--- src/rtl/seq_sign_mul_if.sv ---
// seq_sign_mul_if: operand/product handshake bundle for seq_sign_mul.
//   N         : operand width in bits (product is 2N bits)
//   in_valid  : producer presents a and b
//   in_ready  : multiplier can accept operands
//   a, b      : two's complement multiplicand / multiplier
//   out_valid : out holds a finished product
//   out_ready : consumer accepts out
//   out       : two's complement product a*b
// Modports: master = producer/consumer side, slave = multiplier side.
interface seq_sign_mul_if #(
  parameter int unsigned N = 8
);
  logic           in_valid;
  logic           in_ready;
  logic [N-1:0]   a;
  logic [N-1:0]   b;
  logic           out_valid;
  logic           out_ready;
  logic [2*N-1:0] out;

  modport master (
    output in_valid, a, b, out_ready,
    input  in_ready, out_valid, out
  );

  modport slave (
    input  in_valid, a, b, out_ready,
    output in_ready, out_valid, out
  );
endinterface

--- src/rtl/seq_sign_mul.sv ---
// seq_sign_mul: iterative radix-2 Booth signed multiplier, one multiplier
// bit per cycle.
//   clk : sole clock, rising edge
//   rst : synchronous active-high reset
//   bus : seq_sign_mul_if.slave (in_valid/in_ready/a/b, out_valid/out_ready/out)
// IDLE accepts operands, BUSY runs N Booth steps, DONE holds the product
// until the consumer takes it. out keeps the last product while IDLE.
// Optional macro SEQ_SIGN_MUL_ZERO_BYPASS_EN: a zero operand finishes with
// out=0 one cycle after accept instead of N.
module seq_sign_mul #(
  parameter int unsigned N = 8
) (
  input logic          clk,
  input logic          rst,
  seq_sign_mul_if.slave bus
);

  localparam int unsigned CW = $clog2(N + 1);

  typedef enum logic [1:0] {
    IDLE,
    BUSY,
    DONE
  } state_t;

  state_t         state_q, state_d;
  logic [N-1:0]   mcand_q, mcand_d;
  logic [N:0]     acc_q,   acc_d;
  logic [N-1:0]   mq_q,    mq_d;
  logic           qm1_q,   qm1_d;
  logic [CW-1:0]  cnt_q,   cnt_d;
  logic [2*N-1:0] out_q,   out_d;

  // Booth step datapath
  logic [N:0]     mcand_ext;
  logic [N:0]     sum;
  logic [N:0]     acc_sh;
  logic [N-1:0]   mq_sh;

  assign bus.in_ready  = (state_q == IDLE);
  assign bus.out_valid = (state_q == DONE);
  assign bus.out       = out_q;

  always_comb begin
    mcand_ext = {mcand_q[N-1], mcand_q};
    sum       = acc_q;
    case ({mq_q[0], qm1_q})
      2'b01:   sum = acc_q + mcand_ext;
      2'b10:   sum = acc_q - mcand_ext;
      default: sum = acc_q;
    endcase
    // Arithmetic right shift of the {acc, multiplier} pair
    acc_sh = {sum[N], sum[N:1]};
    mq_sh  = {sum[0], mq_q[N-1:1]};
  end

  always_comb begin
    state_d = state_q;
    mcand_d = mcand_q;
    acc_d   = acc_q;
    mq_d    = mq_q;
    qm1_d   = qm1_q;
    cnt_d   = cnt_q;
    out_d   = out_q;

    case (state_q)
      IDLE: begin
        if (bus.in_valid) begin
          mcand_d = bus.a;
          mq_d    = bus.b;
          acc_d   = '0;
          qm1_d   = 1'b0;
          cnt_d   = CW'(N);
          state_d = BUSY;
`ifdef SEQ_SIGN_MUL_ZERO_BYPASS_EN
          // Zero operand: a single step on all-zero operands yields out=0,
          // so out_valid rises one edge after accept.
          if ((bus.a == '0) || (bus.b == '0)) begin
            mcand_d = '0;
            mq_d    = '0;
            cnt_d   = CW'(1);
          end
`endif
        end
      end

      BUSY: begin
        acc_d = acc_sh;
        mq_d  = mq_sh;
        qm1_d = mq_q[0];
        cnt_d = cnt_q - CW'(1);
        if (cnt_q == CW'(1)) begin
          // Exact product fits in 2N bits; acc MSB is only a guard bit.
          out_d   = {acc_sh[N-1:0], mq_sh};
          state_d = DONE;
        end
      end

      DONE: begin
        if (bus.out_ready) begin
          state_d = IDLE;
        end
      end

      default: state_d = IDLE;
    endcase
  end

  always_ff @(posedge clk) begin
    if (rst) begin
      state_q <= IDLE;
      mcand_q <= '0;
      acc_q   <= '0;
      mq_q    <= '0;
      qm1_q   <= 1'b0;
      cnt_q   <= '0;
      out_q   <= '0;
    end else begin
      state_q <= state_d;
      mcand_q <= mcand_d;
      acc_q   <= acc_d;
      mq_q    <= mq_d;
      qm1_q   <= qm1_d;
      cnt_q   <= cnt_d;
      out_q   <= out_d;
    end
  end

endmodule

--- src/flat_wrapper.sv ---
// flat-port wrapper written by rule: the top's interface ports become plain ports
module seq_sign_mul_flat 
#(
  parameter int unsigned N = 8
)
  (clk, rst, bus_in_valid, bus_a, bus_b, bus_out_ready, bus_in_ready, bus_out_valid, bus_out);
  seq_sign_mul_if #(.N(N)) bus_i ();
  input logic clk;
  input logic rst;
  input wire logic [$bits(bus_i.in_valid)-1:0] bus_in_valid;
  input wire logic [$bits(bus_i.a)-1:0] bus_a;
  input wire logic [$bits(bus_i.b)-1:0] bus_b;
  input wire logic [$bits(bus_i.out_ready)-1:0] bus_out_ready;
  output wire logic [$bits(bus_i.in_ready)-1:0] bus_in_ready;
  output wire logic [$bits(bus_i.out_valid)-1:0] bus_out_valid;
  output wire logic [$bits(bus_i.out)-1:0] bus_out;
  assign bus_i.in_valid = bus_in_valid;
  assign bus_i.a = bus_a;
  assign bus_i.b = bus_b;
  assign bus_i.out_ready = bus_out_ready;
  assign bus_in_ready = bus_i.in_ready;
  assign bus_out_valid = bus_i.out_valid;
  assign bus_out = bus_i.out;
  seq_sign_mul #(.N(N)) u_core (.clk(clk), .rst(rst), .bus(bus_i));
endmodule
--- config.mk ---
export PLATFORM = sky130hd
export DESIGN_NAME = seq_sign_mul_flat
export DESIGN_NICKNAME = d
export VERILOG_FILES = /design/src/rtl/seq_sign_mul_if.sv /design/src/rtl/seq_sign_mul.sv /design/src/flat_wrapper.sv
export SDC_FILE = /design/constraint.sdc
export NUM_CORES = 1
export LEC_CHECK = 0
export ABC_AREA = 1
export ABC_CLOCK_PERIOD_IN_PS = 2740
export CAP_MARGIN = 15
export CORE_MARGIN = 2
export CORE_UTILIZATION = 54
export DETAILED_ROUTE_END_ITERATION = 8
export PLACE_DENSITY = 0.9
export SLEW_MARGIN = 10
export SYNTH_ARGS = -nofsm -noshare
export SYNTH_HDL_FRONTEND = slang
export SYNTH_SLANG_ARGS = --single-unit
--- constraint.sdc ---
create_clock -name clk -period 2.74 [get_ports clk]
set_clock_uncertainty 0.2 [all_clocks]
set_input_delay 0.548 -clock clk [delete_from_list [all_inputs] [get_ports clk]]
set_output_delay 0.548 -clock clk [all_outputs]
set_load 0.05 [all_outputs]
Word level (Yosys, flattened, before mapping)
Cells that the tools add are included.
Word-level totals
  register bits: 48
  input bits: 20
  logic and storage cells: 37
  output and inout port bits: 18
Operators by class
  reductions and logical operators: 6
  multiplexer cells: 13
  equality and inequality tests: 8
  add/sub/neg operators: 3
Operators by type and width (count)
  $pmux W9 S2: 2
  $pmux W8 S2: 1
  $add A9 B9 Y9: 1
  $mux W9: 1
  $sub A9 B9 Y9: 1
  $mux W8: 1
  $pmux W4 S2: 1
  $mux W2: 3
  $pmux W2 S3: 1
  $reduce_and A2 Y1: 3
  $eq A2 B1 Y1 const B: 2
  $eq A2 B2 Y1 const B: 2
  $eq A4 B1 Y1 const B: 1
  $mux W4: 1
  $ne A2 B2 Y1 const B: 2
  $sub A4 B1 Y4 const B: 1
  $reduce_and A3 Y1: 1
  $logic_not A2 Y1: 1
  $ne A2 B1 Y1 const B: 1
  $pmux W1 S2: 1
  $reduce_bool A2 Y1: 1
  $mux W1: 1

Logic depth before layout (Yosys ltp)
Gate-level depths: netlist of the first run.
  depth after elaboration: 3
  depth in mapped cells: 20
  depth with buffers taken out: 20

Worst setup path before layout of the first run
OpenSTA, ideal clock, no wires.
  path type: flip-flop to flip-flop
  start: register u_core.mcand_q[0]
  end: register u_core.out_q[14], in the netlist u_core.bus.out[14]
  path buffers: 0
  library setup time: 0.115 ns
  cell stages (with the launch flop): 17
  slack: 0.242 ns
  required time: 2.425 ns
  arrival time: 2.182 ns
  clock period less this slack: 2.498 ns
  cells stage by stage: dfxtp_1 -> inv_1 -> ha_1 -> inv_1 -> nor2_1 -> inv_1 -> o21ai_0 -> xnor2_1 -> inv_1 -> ha_1 -> a21o_1 -> a21oi_1 -> nand3_1 -> nand3_1 -> o21ai_0 -> o21ai_0 -> inv_1
Between the ends
  cells in the longest elaborated chain, start to end: 2
  elaborated cells on any way between the ends: 3
  those cells by class: 2 x add/sub; 1 x mux
Ends and longest elaborated chain
  start: declaration: RTL line seq_sign_mul.sv:27  | logic [N-1:0] mcand_q, mcand_d;
  start signal: assignment: RTL line seq_sign_mul.sv:120  | mcand_q <= mcand_d;
  $sub A9 B9 Y9 / $add A9 B9 Y9 (equally long branches): RTL line seq_sign_mul.sv:49, seq_sign_mul.sv:48
  $pmux W9 S2 (*): RTL line seq_sign_mul.sv:47  | case ({mq_q[0], qm1_q})
  end signal: assignment: RTL line seq_sign_mul.sv:125  | out_q <= out_d;
  end: declaration: RTL line seq_sign_mul.sv:32  | logic [2*N-1:0] out_q, out_d;
Every way passes the cells marked *; elsewhere a longest branch is shown, timed or not.
A chain may end at the register's enable or synchronous reset.

Final worst setup path of the first run
  start: register u_core.mcand_q[0]
  end: register u_core.acc_q[2]
Between the ends
  cells in the longest elaborated chain, start to end: 3
  elaborated cells on any way between the ends: 4
  those cells by class: 2 x add/sub; 2 x mux
Ends and longest elaborated chain
  $sub A9 B9 Y9 / $add A9 B9 Y9 (equally long branches): RTL line seq_sign_mul.sv:49, seq_sign_mul.sv:48
  $pmux W9 S2 (*): RTL line seq_sign_mul.sv:47
  $pmux W9 S2 (*): RTL line seq_sign_mul.sv:66  | case (state_q)
  end signal: assignment: RTL line seq_sign_mul.sv:113  | acc_q <= '0;
  end signal: assignment: RTL line seq_sign_mul.sv:121  | acc_q <= acc_d;
  end: declaration: RTL line seq_sign_mul.sv:28  | logic [N:0] acc_q, acc_d;
Marked as above.

==> results.md, run 1 <==
* CTS root buf: clkbuf_8
* CTS buffer count at 5
* Synth top area share at 0.3704
* Worst-Margin Slew at 0.5052 ns
* Port buffer count at 37
* H-tree levels at 2
* # rows at 24
* Final WL at 5.607 mm
* Antenna violations before repair at 0
* Drt initial violations at 113
* Final setup margin at 0.2096 ns
* CP endpoint kind: flop
* R2r setup slk at 0.21 ns
* Drt first pass iters at 4
* Die ar. at 5268 sq um
* Layout Utilization at 0.6945
* Fin crit period at 2.530 ns
* Clock sink count at 47
* Critical Path RT at 2.79 ns
* R2R depth at 15
* Final hold vios at 0
* Worst-path fanout max at 4
* Yosys Warn Count at 0
* RePlAce Congestion at 0.8809
* Synth top cells by count: nand2_1, dfxtp_1, inv_1, nor2_1, a21oi_1
* Post-synth EDFFs at 0
* CTS Hold Buffers Added at 0
* Seq/Total Area, Yosys at 0.3704
* Residual DRC count at 0
* Pwr/cell area at 550.9 nW/um^2
* Die height at 72.58 microns
* Area of the core at 4444 sq um
* Reg2reg start: u_core.mcand_q[0]
* Fmax at 0.3952 GHz
* Lkg Pwr at 1.279 nW
* Cells after Synth at 352
* Relative slew margins at 0.6621
* Starting Density at 0.5715
* CP Launch Type: flop
* P&R area growth vs syn at 21.53%
* Seq cells post-synth at 47
* Post-Syn Nets at 385
* Avg Vias per Cell at 5.356
* Synthesized area at 2540 sq um
* Ant diodes at 0
* Min-Delay Path Class: flop to flop
* GRT overflow at 0
* Run status: finished, final reports clean
* Main flop type after synthesis: dfxtp_1
* Tot Pwr at 1.700 mW
* Synth cell types at 38
* Crit path DAT at 2.58 ns
* Maxcap violations at 0
* Count leader, synth: nand2_1
* Async S/R FF share, synth at 0
* First-pass GRT wire length at 9.287 mm
* Most area-hungry cell type in the Yosys netlist: dfxtp_1
* Share of layout cells above drive strength 1 at 0.1347
* WHS Path Cells at 2
* Nets at 418
* Top post-synthesis cells by area: dfxtp_1, nand2_1, inv_1, ha_1, nor2_1
* Clk Latency, worst-skew pair at 0.30 ns
* Post-detail-place hpwl at 3.959 mm
* Final Max Slew Viols at 0
* CTS tree: yes
* Overall Global Routing Usage at 0.2169
* Worst-path clk slew at 0.10 ns
* Period utilization at 0.9235
* Worst hold start: u_core.qm1_q
* Fin cells at 438
* Vias in the first global route at 2274
* Final ANT Viol Nets at 0
* Largest net degree at the start of global routing at 20
* Post-Place Worst Slack at -0.009039 ns
* Critical path class: flop to flop
* Avg Cell Area, Syn at 7.216 sq um
* Worst vdd ir at 415.2 uV
* CTS max path bufs at 2
* Via count at 2346
* Hold slack final at 0.2719 ns
* Chip width at 72.58 microns
* Top Ports at 38
* Wire length per cell at 12.80 microns
* FF-to-FF End: u_core.acc_q[2]
* Endpoints failing setup at 0
* Filler Cells Inserted at 346
* Placed Cells at 430
* Setup Buffers After CTS at 0
* Worst hold endpoint: u_core.qm1_q
## per-stage QoR
stage	TNS [ns]	cell area, sq um
after floorplan	0	2540
after global placement	0	2905
after detailed placement	-0.009039	2905
after CTS	0	2997
after global routing	-0.02147	3087
final	0	3087
## state kept, by name, indices dropped and copies added, names as in the netlist
register        cells
u_core.mq_q         8
u_core.mcand_q      8
u_core.cnt_q        4
u_core.acc_q        8
u_core.qm1_q        1
u_core.state_q      2
u_core.bus.out     16
## what timing repair did
action	4_1_cts	5_1_grt
endpoints found under the setup margin	2	9
pin swaps	0	0
resized for setup	1	21
## final cells by class
cell class / count / area [sq um] / area share
multi-input cells: 243 / 1411 / 0.4572
flip-flops and latches: 47 / 945.9 / 0.3064
repair buffers: 40 / 392.9 / 0.1273
inverters: 48 / 182.7 / 0.05918
clock buffers: 6 / 72.57 / 0.02351
well taps: 52 / 65.06 / 0.02108
clock inverters: 2 / 16.27 / 0.005270
## worst max-delay path, cell delays in order (launching register included)
cell and delay, ns:
dfxtp_2 0.38, inv_1 0.07, ha_1 0.19, inv_1 0.11, nor2_4 0.05, inv_1 0.09, a22oi_1 0.07, ha_1 0.33
nand3_1 0.12, nand3_1 0.15, inv_1 0.11, nand2_1 0.05, nand2_1 0.06, o22ai_1 0.09, or2_2 0.29, a21oi_1 0.12
## cells by family after synthesis
kind of cell | Yosys count | share of synthesized area
DFF | 47 | 0.3704
xor gates and xnor gates | 6 | 0.02069
and+or+nand+nor | 151 | 0.2640
AOI/OAI and AO/OA | 73 | 0.1695
adders and majority gates | 13 | 0.06699
buffers and inverters | 62 | 0.1084
## cell usage in the layout (no fill, tap or decap), types with 3 or more instances in the layout
| master | Yosys | final |
|---|---|---|
| nand3_1 | 12 | 12 |
| ha_1 | 12 | 8 |
| nor2_1 | 31 | 29 |
| o21ai_0 | 19 | 16 |
| dfxtp_1 | 47 | 43 |
| a31oi_1 | 8 | 8 |
| o21ai_1 | 5 | 6 |
| clkdlybuf4s50_1 | 0 | 37 |
| a21oi_1 | 23 | 22 |
| nand2_2 | 8 | 8 |
| a211oi_1 | 3 | 3 |
| clkbuf_8 | 0 | 5 |
| ha_4 | 0 | 4 |
| nand2_1 | 87 | 87 |
| xor2_1 | 4 | 4 |
| dfxtp_2 | 0 | 4 |
| or2_2 | 3 | 3 |
| inv_1 | 45 | 44 |
| a21oi_2 | 7 | 8 |
| buf_4 | 1 | 3 |
| inv_2 | 2 | 3 |
## metal layers
layer,GRT usage,up-vias,share of wire
met1,0.2545,1094,0.41
met4,0.05967,0,0.0086
li1,-,1191,-
met5,0,-,0
met3,0.04420,4,0.055
met2,0.3980,57,0.52
## report_power, final
| part | internal (mW) | total [mW] | switching, mW |
|---|---|---|---|
| clock | 0.184 | 0.434 | 0.250 |
| sequential | 0.723 | 0.762 | 0.0392 |
| combinational | 0.202 | 0.504 | 0.302 |
## how the worst max path moves through the flow
stage	endpoint	slack (ns)	startpoint
6_report	u_core.acc_q[2]	0.21	u_core.mcand_q[0]
5_1_grt	u_core.acc_q[7]	-0.01	u_core.mcand_q[0]
4_1_cts	u_core.bus.out[14]	0.02	u_core.mcand_q[0]
3_5_place_dp	u_core.bus.out[14]	-0.009	u_core.mcand_q[0]
3_3_place_gp	u_core.bus.out[14]	0.12	u_core.mcand_q[0]
2_1_floorplan	u_core.bus.out[14]	0.24	u_core.mcand_q[0]
No activity file was read; power rests on OpenSTA's default activity.
==> inputs of run 2 (changes only) <==
Settings changed: RECOVER_POWER set to 50.
==> run 2 against run 1 <==
Net effect:
- die area unchanged
- sequential power is essentially flat
- critical endpoint unchanged
- total power shrank 0.54%
- highest routed layer unchanged
- clock-buffer cell count stayed put
- fmax up 0.12%
- sequential cell count did not move
- largest power group unchanged
==> results.md, run 2 (synthesis gave the netlist of run 1 again) <==
* GR Util met1 at 0.2545 (unchanged)
* Design Area, Final at 3055 sq um (-1.0%)
* Worst-Margin Slew at 0.7539 ns (+0.2487 ns)
* Vias in the first global route at 2274 (unchanged)
* First-pass GRT wire length at 9.287 mm (unchanged)
* Hold slack final at 0.2716 ns (-0.0003000 ns)
* Top Ports at 38 (unchanged)
* Fin crit period at 2.527 ns (-0.003015 ns)
* Setup TNS Final at 0 ns (unchanged)
* Min-Delay Path Class: flop to flop
* Final ANT Viol Nets at 0 (unchanged)
* CTS tree: yes
* CTS max path bufs at 2 (unchanged)
* Fmax at 0.3957 GHz (+0.12%)
* Worst-path clk slew at 0.10 ns (about the same)
* CTS root buf: clkbuf_8
* Worst vdd ir at 415.0 uV (about the same)
* Via count at 2346 (unchanged)
* Starting Density at 0.5715 (unchanged)
* Clock sink count at 47 (unchanged)
* Final WL at 5.625 mm (+0.32%)
* Top Usage Layer GRT: met2
* CTS Hold Buffers Added at 0 (unchanged)
* Run status: finished, final reports clean
* Port buffer count at 37 (unchanged)
* Drt first pass iters at 4 (unchanged)
* Worst-path fanout max at 4 (unchanged)
* Commonest non-fill, non-tap cells in the layout: nand2_1, inv_1, dfxtp_1
* Nets at 418 (unchanged)
* Fin cells at 438 (unchanged)
* Met2 Resource Use GR at 0.3980 (unchanged)
* Clk Latency, worst-skew pair at 0.30 ns (about the same)
* Maxcap violations at 0 (unchanged)
* Antenna violations before repair at 0 (unchanged)
* Share of layout cells above drive strength 1 at 0.1192 (-0.01554)
* Die height at 72.58 microns (unchanged)
* H-tree levels at 2 (unchanged)
* Max reg flops at 16 (unchanged)
* Endpoints failing setup at 0 (unchanged)
* P&R area growth vs syn at 20.30%
* Final hold vios at 0 (unchanged)
* Placed Cells at 430 (unchanged)
* CP cell instances: inv_1 -> ha_1 -> inv_1 -> nor2_4 -> inv_1 -> a22oi_1 -> ha_1 -> nand3_1 -> nand3_1 -> inv_1 -> nand2_1 -> nand2_1 -> o22ai_1 -> or2_2 -> a21oi_1
* CTS buffer count at 5 (unchanged)
* Dpl cell area at 2905 sq um (unchanged)
* Relative slew margins at 0.4969 (-0.1653)
* Final Max Slew Viols at 0 (unchanged)
* Residual DRC count at 0 (unchanged)
* Drt initial violations at 126 (+12%)
* Critical Path RT at 2.79 ns (about the same)
* M3 GR Usage at 0.04420 (unchanged)
* CP top delay family: simple AND/OR/NAND/NOR gates
* Period utilization at 0.9224 (-0.001100)
* Avg Vias per Cell at 5.356 (unchanged)
* Die ar. at 5268 sq um (unchanged)
* Pwr/cell area at 553.5 nW/um^2 (+0.48%)
* RePlAce Congestion at 0.8809 (unchanged)
* Setup Buffers After CTS at 0 (unchanged)
* Area of the core at 4444 sq um (unchanged)
* CP max stage cell: dfxtp_2
* Largest net degree at the start of global routing at 20 (unchanged)
* Wire length per cell at 12.84 microns (+0.32%)
* CP Launch Type: flop
* Most common cell after layout, fill and taps aside: nand2_1
* Ant diodes at 0 (unchanged)
* Critical path class: flop to flop
* Overall Global Routing Usage at 0.2169 (unchanged)
* Most used cell, CP: inv_1
* # rows at 24 (unchanged)
* Layout Utilization at 0.6875 (-0.007038)
* Crit path DAT at 2.57 ns (about the same)
* Post-detail-place hpwl at 3.959 mm (unchanged)
* CP endpoint kind: flop
* WP buf/inv at 4 (unchanged)
* Critical path's largest stage delay at 0.38 ns (about the same)
* Lkg Pwr at 1.267 nW (-0.96%)
* GRT overflow at 0 (unchanged)
* Chip width at 72.58 microns (unchanged)
[run 2: cell types whose count changed in the layout (fill, tap and decap cells not counted), sizes merged]
cell           delta
clkdlybuf4s50     -1
inv               -1
buf               -1
clkbuf            +1
clkinvlp          +1
dlygate4sd3       +1
[run 2: metal layers]
metal | share of wire | vias to the layer above
met5 | 0 | -
met4 | 0.0085 | 0
met3 | 0.045 | 4
met2 | 0.52 | 44
met1 | 0.42 | 1109
li1 | - | 1189
[run 2: area by class of cell]
| type | count | area [sq um] |
|---|---|---|
| Clock buffer | 6 | 72.57 |
| Clock inverter | 2 | 16.27 |
| Fill cell | 355 | 1389 |
| Inverter | 48 | 181.4 |
| Multi-Input combinational cell | 243 | 1384 |
| Sequential cell | 47 | 945.9 |
| Tap cell | 52 | 65.06 |
| Timing Repair Buffer | 40 | 390.4 |
[run 2: power breakdown]
group	internal [mW]	switching, mW	total (mW)
registers	0.723	0.0380	0.761
logic	0.198	0.297	0.496
clock network	0.184	0.251	0.434
total	1.11	0.586	1.69
[run 2: worst paths after layout]
check | cells past startpoint | end | startpoint | slack, ns
worst max register to register | 15 | u_core.acc_q[2] | u_core.mcand_q[0] | 0.21
worst max-delay path | 15 | u_core.acc_q[2] | u_core.mcand_q[0] | 0.21
worst min-delay path | 2 | u_core.qm1_q | u_core.qm1_q | 0.27
worst min register to register | 2 | u_core.qm1_q | u_core.qm1_q | 0.27
[run 2: per-stage QoR]
step | setup slack, ns | power [mW]
global route | -0.007886 | 1.779
CTS | 0.01782 | 1.657
floorplan | 0.2425 | 1.123
global placement | 0.1204 | 1.214
finish | 0.2126 | 1.691
detailed placement | -0.009039 | 1.231
[run 2: what timing repair did]
action	in CTS	in global routing
gates cloned	0	0
gates resized for setup	1	21
endpoints found under the setup margin	2	9
pin swaps	0	0
[run 2: tightest hold or removal path: cells and delay by family, from the launching register on]
family             cells  cell delay [ns]
and+or+nand+nor        1             0.06
DFF                    1             0.32
AOI/OAI and AO/OA      1             0.05
==> inputs of run 3 (changes only) <==
Settings changed: MAX_ROUTING_LAYER set to met4.
==> run 3 against run 2 <==
Net effect:
- global-route usage is 0.64 points higher
- non-clock buffer count unchanged
- critical path depth did not move
- final cell count unchanged
- clock power fell by 0.9%
- sequential power about the same
- fmax about the same
- clock-buffer cell count unchanged
- first-iteration DRC count up 22%
- die area did not move
- sequential share of layout area is the same
- total power shrank 0.22%
==> results.md, run 3 (synthesis gave the netlist of run 1 again) <==
* Wire length per cell at 12.81 microns (-0.28%)
* First-pass GRT wire length at 9.287 mm (unchanged)
* Die height at 72.58 microns (unchanged)
* Commonest non-fill, non-tap cells in the layout: nand2_1, inv_1, dfxtp_1
* Final Max Slew Viols at 0 (unchanged)
* Worst-Margin Slew at 0.7872 ns (+0.03328 ns)
* RePlAce Congestion at 0.8955 (+1.7%)
* Layout Utilization at 0.6875 (unchanged)
* Lkg Pwr at 1.267 nW (unchanged)
* Endpoints failing setup at 0 (unchanged)
* P&R area growth vs syn at 20.30% (unchanged)
* Relative slew margins at 0.4746 (-0.02221)
* Worst hold start: u_core.qm1_q
* Pwr/cell area at 552.3 nW/um^2 (-0.22%)
* CP endpoint kind: flop
* Setup TNS Final at 0 ns (unchanged)
* Setup Buffers After CTS at 0 (unchanged)
* CP Launch Type: flop
* # rows at 24 (unchanged)
* Most used cell, CP: inv_1
* Share of layout cells above drive strength 1 at 0.1192 (unchanged)
* CTS Hold Buffers Added at 0 (unchanged)
* Tot Pwr at 1.687 mW (-0.22%)
* Fin crit period at 2.527 ns (-0.0003240 ns)
* CTS root buf: clkbuf_8
* Worst vdd ir at 413.7 uV (-0.32%)
* Chip width at 72.58 microns (unchanged)
* Final hold vios at 0 (unchanged)
* Antenna violations before repair at 0 (unchanged)
* Worst hold endpoint: u_core.qm1_q
* Maxcap violations at 0 (unchanged)
* Overall Global Routing Usage at 0.2232 (+0.006399)
* Max reg flops at 16 (unchanged)
* Run status: finished, final reports clean
* Area of the core at 4444 sq um (unchanged)
* Period utilization at 0.9223 (about the same)
* Top Ports at 38 (unchanged)
* Port buffer count at 37 (unchanged)
* Ant diodes at 0 (unchanged)
* Largest net degree at the start of global routing at 20 (unchanged)
* Die ar. at 5268 sq um (unchanged)
* FF-to-FF End: u_core.acc_q[2]
* Critical Path RT at 2.78 ns (about the same)
* R2R depth at 15 (unchanged)
* Final WL at 5.609 mm (-0.28%)
* Most common cell after layout, fill and taps aside: nand2_1
* Drt initial violations at 154 (+22%)
* GRT overflow at 0 (unchanged)
* H-tree levels at 2 (unchanged)
* CTS tree: yes
* Worst-path clk slew at 0.09 ns (about the same)
* Starting Density at 0.5715 (unchanged)
* CP max stage cell: dfxtp_2
* CTS max path bufs at 2 (unchanged)
* Final setup margin at 0.2129 ns (+0.0003240 ns)
* Final ANT Viol Nets at 0 (unchanged)
* Post-detail-place hpwl at 3.959 mm (unchanged)
* Via count at 2357 (+0.47%)
* Critical path class: flop to flop
* Drt first pass iters at 4 (unchanged)
* Clock sink count at 47 (unchanged)
* CTS buffer count at 5 (unchanged)
* Vias in the first global route at 2274 (unchanged)
* Fmax at 0.3957 GHz (about the same)
* Reg2reg start: u_core.mcand_q[0]
* Min-Delay Path Class: flop to flop
* Dpl cell area at 2905 sq um (unchanged)
* Crit path DAT at 2.57 ns (about the same)
* Clk Latency, worst-skew pair at 0.30 ns (about the same)
* Nets at 418 (unchanged)
* Post-Place Worst Slack at -0.009039 ns (unchanged)
* R2r setup slk at 0.21 ns (about the same)
* Residual DRC count at 0 (unchanged)
* Worst-path fanout max at 4 (unchanged)
* CP cell instances: inv_1 -> ha_1 -> inv_1 -> nor2_4 -> inv_1 -> a22oi_1 -> ha_1 -> nand3_1 -> nand3_1 -> inv_1 -> nand2_1 -> nand2_1 -> o22ai_1 -> or2_2 -> a21oi_1
* Avg Vias per Cell at 5.381 (+0.47%)
* WHS Path Cells at 2 (unchanged)
* Design Area, Final at 3055 sq um (unchanged)
* Critical path's largest stage delay at 0.38 ns (about the same)
run 3: cell counts in the layout (fill, tap and decap cells not counted):
Identical to the previous run, type by type.
run 3: routing by layer:
| metal | share of wire | global-route usage |
|---|---|---|
| met4 | 0.0087 | 0.05967 |
| met1 | 0.42 | 0.2545 |
| met5 | 0 | - |
| met2 | 0.52 | 0.3980 |
| met3 | 0.052 | 0.04420 |
run 3: where the power goes:
part,switching [mW],leakage (nW),total [mW],internal [mW]
clock network,0.247,0.0418,0.430,0.184
registers,0.0380,0.385,0.761,0.723
logic,0.298,0.840,0.496,0.198
run 3: through the flow:
stage / hold slack (ns) / cells
2_1_floorplan: 0.2390 / 352
3_3_place_gp: 0.2489 / 430
3_5_place_dp: 0.2605 / 430
4_1_cts: 0.2752 / 438
5_1_grt: 0.2912 / 438
6_report: 0.2727 / 438
run 3: worst max path at each step:
stage	end	start	slack (ns)	cells after the start
3_5_place_dp	u_core.bus.out[14]	u_core.mcand_q[0]	-0.009	16
6_report	u_core.acc_q[2]	u_core.mcand_q[0]	0.21	15
2_1_floorplan	u_core.bus.out[14]	u_core.mcand_q[0]	0.24	16
5_1_grt	u_core.bus.out[15]	u_core.mcand_q[0]	-0.008	20
4_1_cts	u_core.bus.out[14]	u_core.mcand_q[0]	0.02	16
3_3_place_gp	u_core.bus.out[14]	u_core.mcand_q[0]	0.12	16
run 3: repair_timing:
action / 4_1_cts / 5_1_grt
cloned: 0 / 0
resized for setup: 1 / 21
endpoints found under the setup margin: 2 / 9
pin swaps: 0 / 0
run 3: layout make-up:
type / count / area, sq um
fillers: 355 / 1389
clock inverters: 2 / 16.27
flip-flops and latches: 47 / 945.9
multi-input cells: 243 / 1384
clock buffers: 6 / 72.57
inverters: 48 / 181.4
well taps: 52 / 65.06
repair buffers: 40 / 390.4
run 3: worst max-delay path: cells and delay by family, from the launching register on:
kind                       cells  cell delay, ns
AOI/OAI and AO/OA              3            0.27
adders and majority gates      2            0.52
buffers and inverters          4            0.38
DFF                            1            0.38
and+or+nand+nor                6            0.71
